==> src/rtl/sr_pulse_gen.sv <==
// Set/reset request conditioner: two-flop synchronisers, per-channel debounce,
// and registered reset-dominant edge pulses that never assert set and reset together.
module sr_pulse_gen #(
    parameter int DB_CYCLES = 4,
    parameter int CNT_W     = 3
) (
    input  logic clk,
    input  logic rst_n,
    input  logic s_raw,
    input  logic r_raw,
    output logic s_pulse,
    output logic r_pulse,
    output logic s_level,
    output logic r_level,
    output logic conflict
);

    localparam int CH_S = 0;
    localparam int CH_R = 1;
    localparam logic [CNT_W-1:0] CNT_TC = CNT_W'(DB_CYCLES - 1);

    logic [1:0]       raw;
    logic [1:0]       sync1_q;
    logic [1:0]       sync2_q;
    logic [1:0]       level_q;
    logic [1:0]       level_d;
    logic [1:0]       rise;
    logic [CNT_W-1:0] cnt_q [2];
    logic [CNT_W-1:0] cnt_d [2];
    logic             s_pulse_q, s_pulse_d;
    logic             r_pulse_q, r_pulse_d;
    logic             conflict_q, conflict_d;

    assign raw = {r_raw, s_raw};

    // Any sample agreeing with the current level restarts the count.
    always_comb begin
        for (int c = 0; c < 2; c++) begin
            level_d[c] = level_q[c];
            cnt_d[c]   = '0;
            if (sync2_q[c] != level_q[c]) begin
                if (cnt_q[c] == CNT_TC) begin
                    level_d[c] = sync2_q[c];
                end else begin
                    cnt_d[c] = cnt_q[c] + CNT_W'(1);
                end
            end
        end
    end

    assign rise = level_d & ~level_q;

    // Reset wins a simultaneous accept so the latch never sees S=R=1.
    always_comb begin
        s_pulse_d  = rise[CH_S] & ~rise[CH_R];
        r_pulse_d  = rise[CH_R];
        conflict_d = rise[CH_S] & rise[CH_R];
    end

    always_ff @(posedge clk or negedge rst_n) begin
        if (!rst_n) begin
            sync1_q    <= '0;
            sync2_q    <= '0;
            level_q    <= '0;
            for (int c = 0; c < 2; c++) begin
                cnt_q[c] <= '0;
            end
            s_pulse_q  <= 1'b0;
            r_pulse_q  <= 1'b0;
            conflict_q <= 1'b0;
        end else begin
            sync1_q    <= raw;
            sync2_q    <= sync1_q;
            level_q    <= level_d;
            for (int c = 0; c < 2; c++) begin
                cnt_q[c] <= cnt_d[c];
            end
            s_pulse_q  <= s_pulse_d;
            r_pulse_q  <= r_pulse_d;
            conflict_q <= conflict_d;
        end
    end

    assign s_pulse  = s_pulse_q;
    assign r_pulse  = r_pulse_q;
    assign s_level  = level_q[CH_S];
    assign r_level  = level_q[CH_R];
    assign conflict = conflict_q;

endmodule

==> config.mk <==
export PLATFORM = sky130hd
export DESIGN_NAME = sr_pulse_gen
export DESIGN_NICKNAME = d
export VERILOG_FILES = /design/src/rtl/sr_pulse_gen.sv
export SDC_FILE = /design/constraint.sdc
export NUM_CORES = 1
export LEC_CHECK = 0
export CAP_MARGIN = 20
export CORE_AREA = 2 2 39 41
export DETAILED_ROUTE_END_ITERATION = 8
export DIE_AREA = 0 0 41 43
export PLACE_DENSITY = 0.64
export SYNTH_ARGS = -nofsm -noshare
export SYNTH_HDL_FRONTEND = slang
export SYNTH_SLANG_ARGS = --single-unit
==> constraint.sdc <==
create_clock -name clk -period 2.45 [get_ports clk]
set_clock_uncertainty 0.1 [all_clocks]
set_input_delay 0.49 -clock clk [delete_from_list [all_inputs] [get_ports clk]]
set_output_delay 0.49 -clock clk [all_outputs]
set_load 0.02 [all_outputs]
Word level (Yosys, flattened, before mapping) --
Index checks and enable logic that the tools add are counted.
Cells by class: add/subtract/negate cells 2, equality and inequality tests 4, muxes and demuxes 8, bitwise logic cells 5
Operators by type and width (count):
- 3-bit 2-to-1 mux | 4
- 3-bit by 1-bit adder with 3-bit output (second input constant) | 2
- 3-bit by 2-bit == test with 1-bit output (second input constant) | 2
- 1-bit 2-to-1 mux | 4
- 1-bit AND | 2
- 2-bit AND | 1
- 1-bit != test | 2
- 2-bit NOT | 1
- 1-bit NOT | 1
Word-level totals: flip-flop bits (word level) 15, input port bits 4, output and inout port bits 5, logic and storage cells 27

Logic depth before layout (Yosys ltp) --
Gate-level depths: netlist (run 1).
word-level depth 6, depth in mapped cells 3, depth with buffers taken out 3

Worst setup path after synthesis (run 1) --
OpenSTA, ideal clock, no wires.
path kind register -> register, from reg cnt_q[0] in the netlist's numbering, to reg level_q[1], library setup time 0.128 ns, data arrival time 0.987 ns, required time 2.222 ns, setup slack 1.235 ns, cell stages (with the launch flop) 4, buffers on the path 0, clock period less this slack 1.215 ns, path through dfrtp_1 -> ha_1 -> nand2b_4 -> mux2_1
Between the ends: word-level cells in the longest chain between the ends 3
RTL lines:
- start: declaration | RTL line 28 | logic [CNT_W-1:0] cnt_q [2];
- start signal: indexed assignment | RTL line 76 | cnt_q[c] <= cnt_d[c];
- 3-bit by 2-bit == test with 1-bit output | RTL line 42 | if (cnt_q[c] == CNT_TC) begin
- 1-bit 2-to-1 mux | RTL line 42
- 1-bit 2-to-1 mux | RTL line 41 | if (sync2_q[c] != level_q[c]) begin
- net level_d[1] | RTL line 26 | logic [1:0] level_d;
- end signal: assignment | RTL line 74 | level_q <= level_d;
- end: declaration | RTL line 25 | logic [1:0] level_q;
The timed path passes the listed nets, and every way through them passes these cells.

Final worst setup path (run 1) --
from reg level_q[1], to out r_level
RTL lines:
- end: declaration | RTL line 14 | output logic r_level,
No word-level cell between the ends.

==> impl_results.md, run 1 <==
* Number of stages on the worst hold path at 0
* Buf+Inv Stages, Crit Path at 1
* Top_reg_cell synth: dfrtp_1
* Setup TNS at 0 ps
* Main area contributors after synthesis: dfrtp_1 (68%), nor3b_1 (5.5%), ha_1 (4.5%), mux2_1 (4.1%), and3b_1 (3.2%)
* Via count at about 300
* Clock Path Buffers at 2
* Drt initial violations at 2
* Cells along the critical path: clkdlybuf4s50_1
* H-Tree Depth at 1
* Worst EP arrival at approximately 1400 ps
* Tcrit/Tclk final at about 80%
* Yosys cell types at 12
* WHS Endpoint: sync2_q[1]
* Share of the synthesized area in the top cell type at around two thirds
* CTS Buf Count at 3
* Crit. End Element: primary output
* Gp weighted congestion at between 0.6 and 0.7
* Starting Density at around two fifths
* Die ar. at around 1800 sq um
* GRT Total Usage at around an eighth
* Hold_sp: sync1_q[1]
* Wire per inst at roughly 13 microns
* PD cells at just under 1000 nW/um^2
* Biggest cell delay along the critical path at around 630 ps
* Initial antenna violation count at 0
* Fmax at between 500 and 600 MHz
* Root buffer cell: clkbuf_4
* Syn. warnings at 0
* Setup Fix Bufs, Post-CTS at 0
* Overflow after GRT at 0
* First-pass GRT wire length at 1.30 mm
* #FFs+latches synth at 15
* # diodes at 0
* Area growth syn-to-layout at 23.2%
* Post-Syn Area per Cell at ~17 sq um
* Worst R2R Setup Slack at approximately 1200 ps
* Clk sinks at 15
* Final Setup Violations at 0
* Core area at between 1000 and 1500 sq um
* RSZ-0062 raised after global routing: false
* Synth Net Count at 39
* Final wirelength at 780 microns
* Top cells by count, synth: dfrtp_1 (15), nor3b_1 (4)
* WHS at 249 ps
* Vias in the first global route at 327
* Synth async-reset ratio at 100%
* Port Buf Inserts at 8
* Slew Limit Fails at 0
* EDFF count, synth at 0
* FF-to-FF path depth at 3
* CP top delay family: buffers and inverters
* Post-CTS Hold Buffers at 0
* Largest net degree at the start of global routing at 16
* CP max FO at 5
* Die Ht at roughly 43 microns
* Outcome: completed
* Maxcap violations at 0
* Rows at 14
* Vias/cell at between 4 and 5
* Clk Latency, worst-skew pair at around 290 ps
* Top-count cell post-synth: dfrtp_1
* Share of layout cells above drive strength 1 at a little over an eighth
* Worst rel slew slack at between 50% and 60%
* Clk pin slew, worst setup/hold paths at around 90 ps
* CP max-delay cell: clkdlybuf4s50_1
* R2r endpoint: level_q[1]
* Peak VDD IR at 0.000455 V
* Final ANT Viol Nets at 0
* Final hold vios at 0
* Post-Synthesis Cells at 33
* Post-CTS Resized at 0
* Top cell type by total area after synthesis: dfrtp_1
* Number of remaining DRC errors at 0
* Die width at approximately 41 microns
* Reg-to-Reg Start: cnt_q[0]
* Kind of critical path: reg2out
* Final min period at between 1500 and 2000 ps
* Syn Std Cell Area at roughly 550 sq um
* Seq/Total Area, Yosys at between 60% and 70%
* Worst Hold Class: reg2reg
* CP Data Required Time at between 1500 and 2000 ps
* Drt pass-1 iters at 4
* Final net count at 52
* CP startpoint kind: flip-flop
* I/O pin count at 9
* Leak Pwr at slightly above 0.3 nW
* TritonCTS clock tree: yes
* Worst-Margin Slew at 623 ps
## flip-flops by register name, indices dropped and copies added (netlist names)
name      count
cnt_q         6
conflict      1
level_q       2
r_pulse       1
s_pulse       1
sync1_q       2
sync2_q       2
## report_power, final
| group | total (mW) | switching, mW | leakage [nW] | internal [mW] |
|---|---|---|---|---|
| sequential | 0.332 | 0.0361 | 0.192 | 0.296 |
| clock | 0.140 | 0.0795 | 0.0177 | 0.0608 |
| combinational | 0.179 | 0.0836 | 0.0976 | 0.0958 |
## per-stage QoR
| step | setup slack [ps] | power (mW) | instance area [sq um] | util, % | instances |
|---|---|---|---|---|---|
| 2_1_floorplan | 1240 | 0.444 | 551 | - | 33 |
| 3_3_place_gp | 844 | 0.501 | 651 | 47.0 | 57 |
| 3_5_place_dp | 819 | 0.519 | 651 | 47.0 | 57 |
| 4_1_cts | 499 | 0.658 | 678 | 49.0 | 61 |
| 5_1_grt | 451 | 0.695 | 678 | 49.0 | 61 |
| 6_report | 500 | 0.652 | 678 | 49.0 | 61 |
## routing by layer
metal  global-route usage, %  up-vias  routed length [microns]
met1                    9.41      149                      265
met5                       0        -                        0
li1                        -      139                        -
met4                    8.00        0                       25
met3                    4.71        3                       46
met2                    21.3       10                      442
## worst max-delay path by stage
stage | startpoint | end | slack, ps | cells after the start
2_1_floorplan | cnt_q[0] | level_q[1] | 1240 | 3
5_1_grt | level_q[1] | r_level | 450 | 1
4_1_cts | level_q[1] | r_level | 500 | 1
3_3_place_gp | level_q[1] | r_level | 840 | 1
3_5_place_dp | level_q[1] | r_level | 820 | 1
6_report | level_q[1] | r_level | 500 | 1
## kinds of logic (layout without fill, tap and decap cells)
group,count (synthesis),count (layout),share of synthesized area [%]
multiplexers,2,2,4.09
XOR/XNOR,2,2,3.18
flip-flops,15,15,68.2
AND/OR/NAND/NOR,12,12,20.0
buffers and inverters,0,12,0
adder cells (fa/ha/maj),2,2,4.54
## area by class of cell
class / count / area [sq um]
Fill cell: 118 / 706
Clock inverter: 1 / 5.00
Multi-Input combinational cell: 18 / 175
Clock buffer: 3 / 22.5
Timing Repair Buffer: 8 / 80.1
Sequential cell: 15 / 375
Tap cell: 16 / 20.0
## placed cells by master, fill, tap and decap left out
| cell type | Yosys | final |
|---|---|---|
| nand4bb_1 | 1 | 1 |
| clkinv_2 | 0 | 1 |
| nor4b_2 | 1 | 1 |
| and4bb_1 | 1 | 1 |
| nand2b_4 | 1 | 1 |
| clkdlybuf4s50_1 | 0 | 8 |
| nor2_1 | 1 | 1 |
| and3b_1 | 2 | 2 |
| dfrtp_1 | 15 | 15 |
| xnor2_1 | 2 | 2 |
| mux2_1 | 2 | 2 |
| nor3b_1 | 4 | 4 |
| nand2b_1 | 1 | 1 |
| ha_1 | 2 | 2 |
| clkbuf_4 | 0 | 3 |
## worst register-to-register path: cells and delay by family, from the launching register on
| kind | cells | cell delay (ps) |
|---|---|---|
| simple gates | 1 | 110 |
| mux | 1 | 320 |
| flops | 1 | 390 |
| fa+ha+maj | 1 | 260 |
No activity file was read; power rests on OpenSTA's default activity.
==> inputs of run 2 (changes only) <==
- clock period: 2.45 -> 1.9 ns (I/O delays scaled with it)
==> run 2 against run 1 <==
  * Count of clock-buffer cells in the layout is 1 higher
  * Critical path depth stayed put
  * Power is 28% higher
  * Register-to-register slack worse by 530 ps
  * Clock power is 27% higher
  * Largest cell class unchanged
==> impl_results.md, run 2 (same netlist as run 1, synthesis figures left out) <==
* Buf+Inv Stages, Crit Path at 1
* Final Util at 49.5%
* WHS Endpoint: sync2_q[1]
* Port Buf Inserts at 8
* Die Ht at 43 microns
* Clk sinks at 15
* Peak VDD IR at between 0.0004 and 0.0005 V
* Final hold vios at 0
* CTS Buf Count at 3
* Maxcap violations at 0
* Die ar. at ~1800 sq um
* Share of layout cells above drive strength 1 at a little over an eighth
* Tcrit/Tclk final at 96.1%
* Largest register FFs at 6
* Pre-CTS worst setup slack at between 300 and 400 ps
* Setup Fix Bufs, Post-CTS at 0
* Worst EP arrival at about 1400 ps
* Worst Hold Class: reg2reg
* Crit path from: level_q[1]
* Worst R2R Setup Slack at ~620 ps
* Overflow after GRT at 0
* Gp weighted congestion at 0.635
* Design area at slightly below 700 sq um
* Crit. End Element: primary output
* H-Tree Depth at 1
* Leading cell type in the layout, fill and taps excluded: dfrtp_1
* Rows at 14
* CP max-delay cell: clkdlybuf4s50_1
* Clk Latency, worst-skew pair at roughly 280 ps
* Clk pin slew, worst setup/hold paths at about 80 ps
* Worst-Margin Slew at between 200 and 250 ps
* Final worst slack at ~74 ps
* Post-CTS Resized at 0
* Final net count at 53
* Design Power at 0.834 mW
* PD cells at 1220 nW/um^2
* Uppermost layer routed: met4
* Largest net degree at the start of global routing at 16
* Via count at 296
* Root buffer cell: clkbuf_4
* Core area at 1380 sq um
* DP Cell Count at between 50 and 60
* Reg with most FFs: cnt_q
* CP max FO at 5
* Final Setup Violations at 0
* CP top delay family: buffers and inverters
* Slew Limit Fails at 0
* I/O pin count at 9
* Final wirelength at ~710 microns
* Clock Path Buffers at 2
* R2r endpoint: level_q[1]
* Reg-to-Reg Start: cnt_q[0]
* WL met3 at roughly 48 microns
* Fmax at about 550 MHz
* Post-CTS Hold Buffers at 0
* Final std cells w/o fill at 62
* TritonCTS clock tree: yes
* GRT Total Usage at ~11%
* Met1 WL at 285 microns
* Hold_sp: sync1_q[1]
* Vias/cell at 4.77
* # diodes at 0
* Met2 WL post-DR at approximately 350 microns
* Number of remaining DRC errors at 0
* Setup TNS at 0 ps
* FF-to-FF path depth at 3
* Most frequent cells in the layout: dfrtp_1 (15), clkdlybuf4s50_1 (8), nor3b_1 (4), clkbuf_4 (3)
* Drt pass-1 iters at 4
* Filler Cells Inserted at approximately 110
* Outcome: completed
* First-pass GRT wire length at 1.19 mm
* Biggest cell delay along the critical path at ~630 ps
* Vias in the first global route at 290
* RSZ-0062 raised after global routing: false
* WHS at about 250 ps
* Leak Pwr at ~0.3 nW
* Starting Density at roughly two fifths
* Wire per inst at 11.4 microns
* Area growth syn-to-layout at 24.3%
* CP startpoint kind: flip-flop
* Final ANT Viol Nets at 0
* Number of stages on the worst hold path at 0
* Drt initial violations at 1
* CP Data Required Time at 1420 ps
* HPWL Detailed at roughly 540 microns
* Initial antenna violation count at 0
* Worst rel slew slack at between 80% and 90%
* Kind of critical path: reg2out
* Final min period at 1830 ps
* Cells along the critical path: clkdlybuf4s50_1
* Die width at between 40 and 50 microns
* Placed cell area at around 660 sq um
## run 2: cell types whose count changed in the layout (fill, tap and decap cells not counted)
cell	before	now
buf_4	0	1
clkbuf_1	0	1
clkinv_2	1	0
## run 2: worst max path at each step
stage,endpoint,cells past startpoint,slack [ps]
floorplan,level_q[1],3,690
global placement,r_level,1,400
detailed placement,r_level,1,380
CTS,r_level,1,60
global route,r_level,1,10
finish,r_level,1,70
## run 2: layout make-up
cell class,instances,area (sq um),area share [%]
repair buffers,9,87.6,12.8
multi-input cells,18,175,25.6
clock buffers,4,26.3,3.84
well taps,16,20.0,2.93
flip-flops and latches,15,375,54.8
## run 2: layer usage
metal | up-vias | track usage [%]
met1 | 143 | 11.6
met4 | 0 | 10.0
met2 | 10 | 15.9
li1 | 141 | -
met3 | 2 | 4.71
met5 | - | 0
## run 2: where the power goes
group / leakage (nW) / total [mW] / internal [mW] / switching [mW]
sequential: 0.192 / 0.426 / 0.382 / 0.0445
combinational: 0.102 / 0.229 / 0.125 / 0.104
clock: 0.0150 / 0.178 / 0.0816 / 0.0966
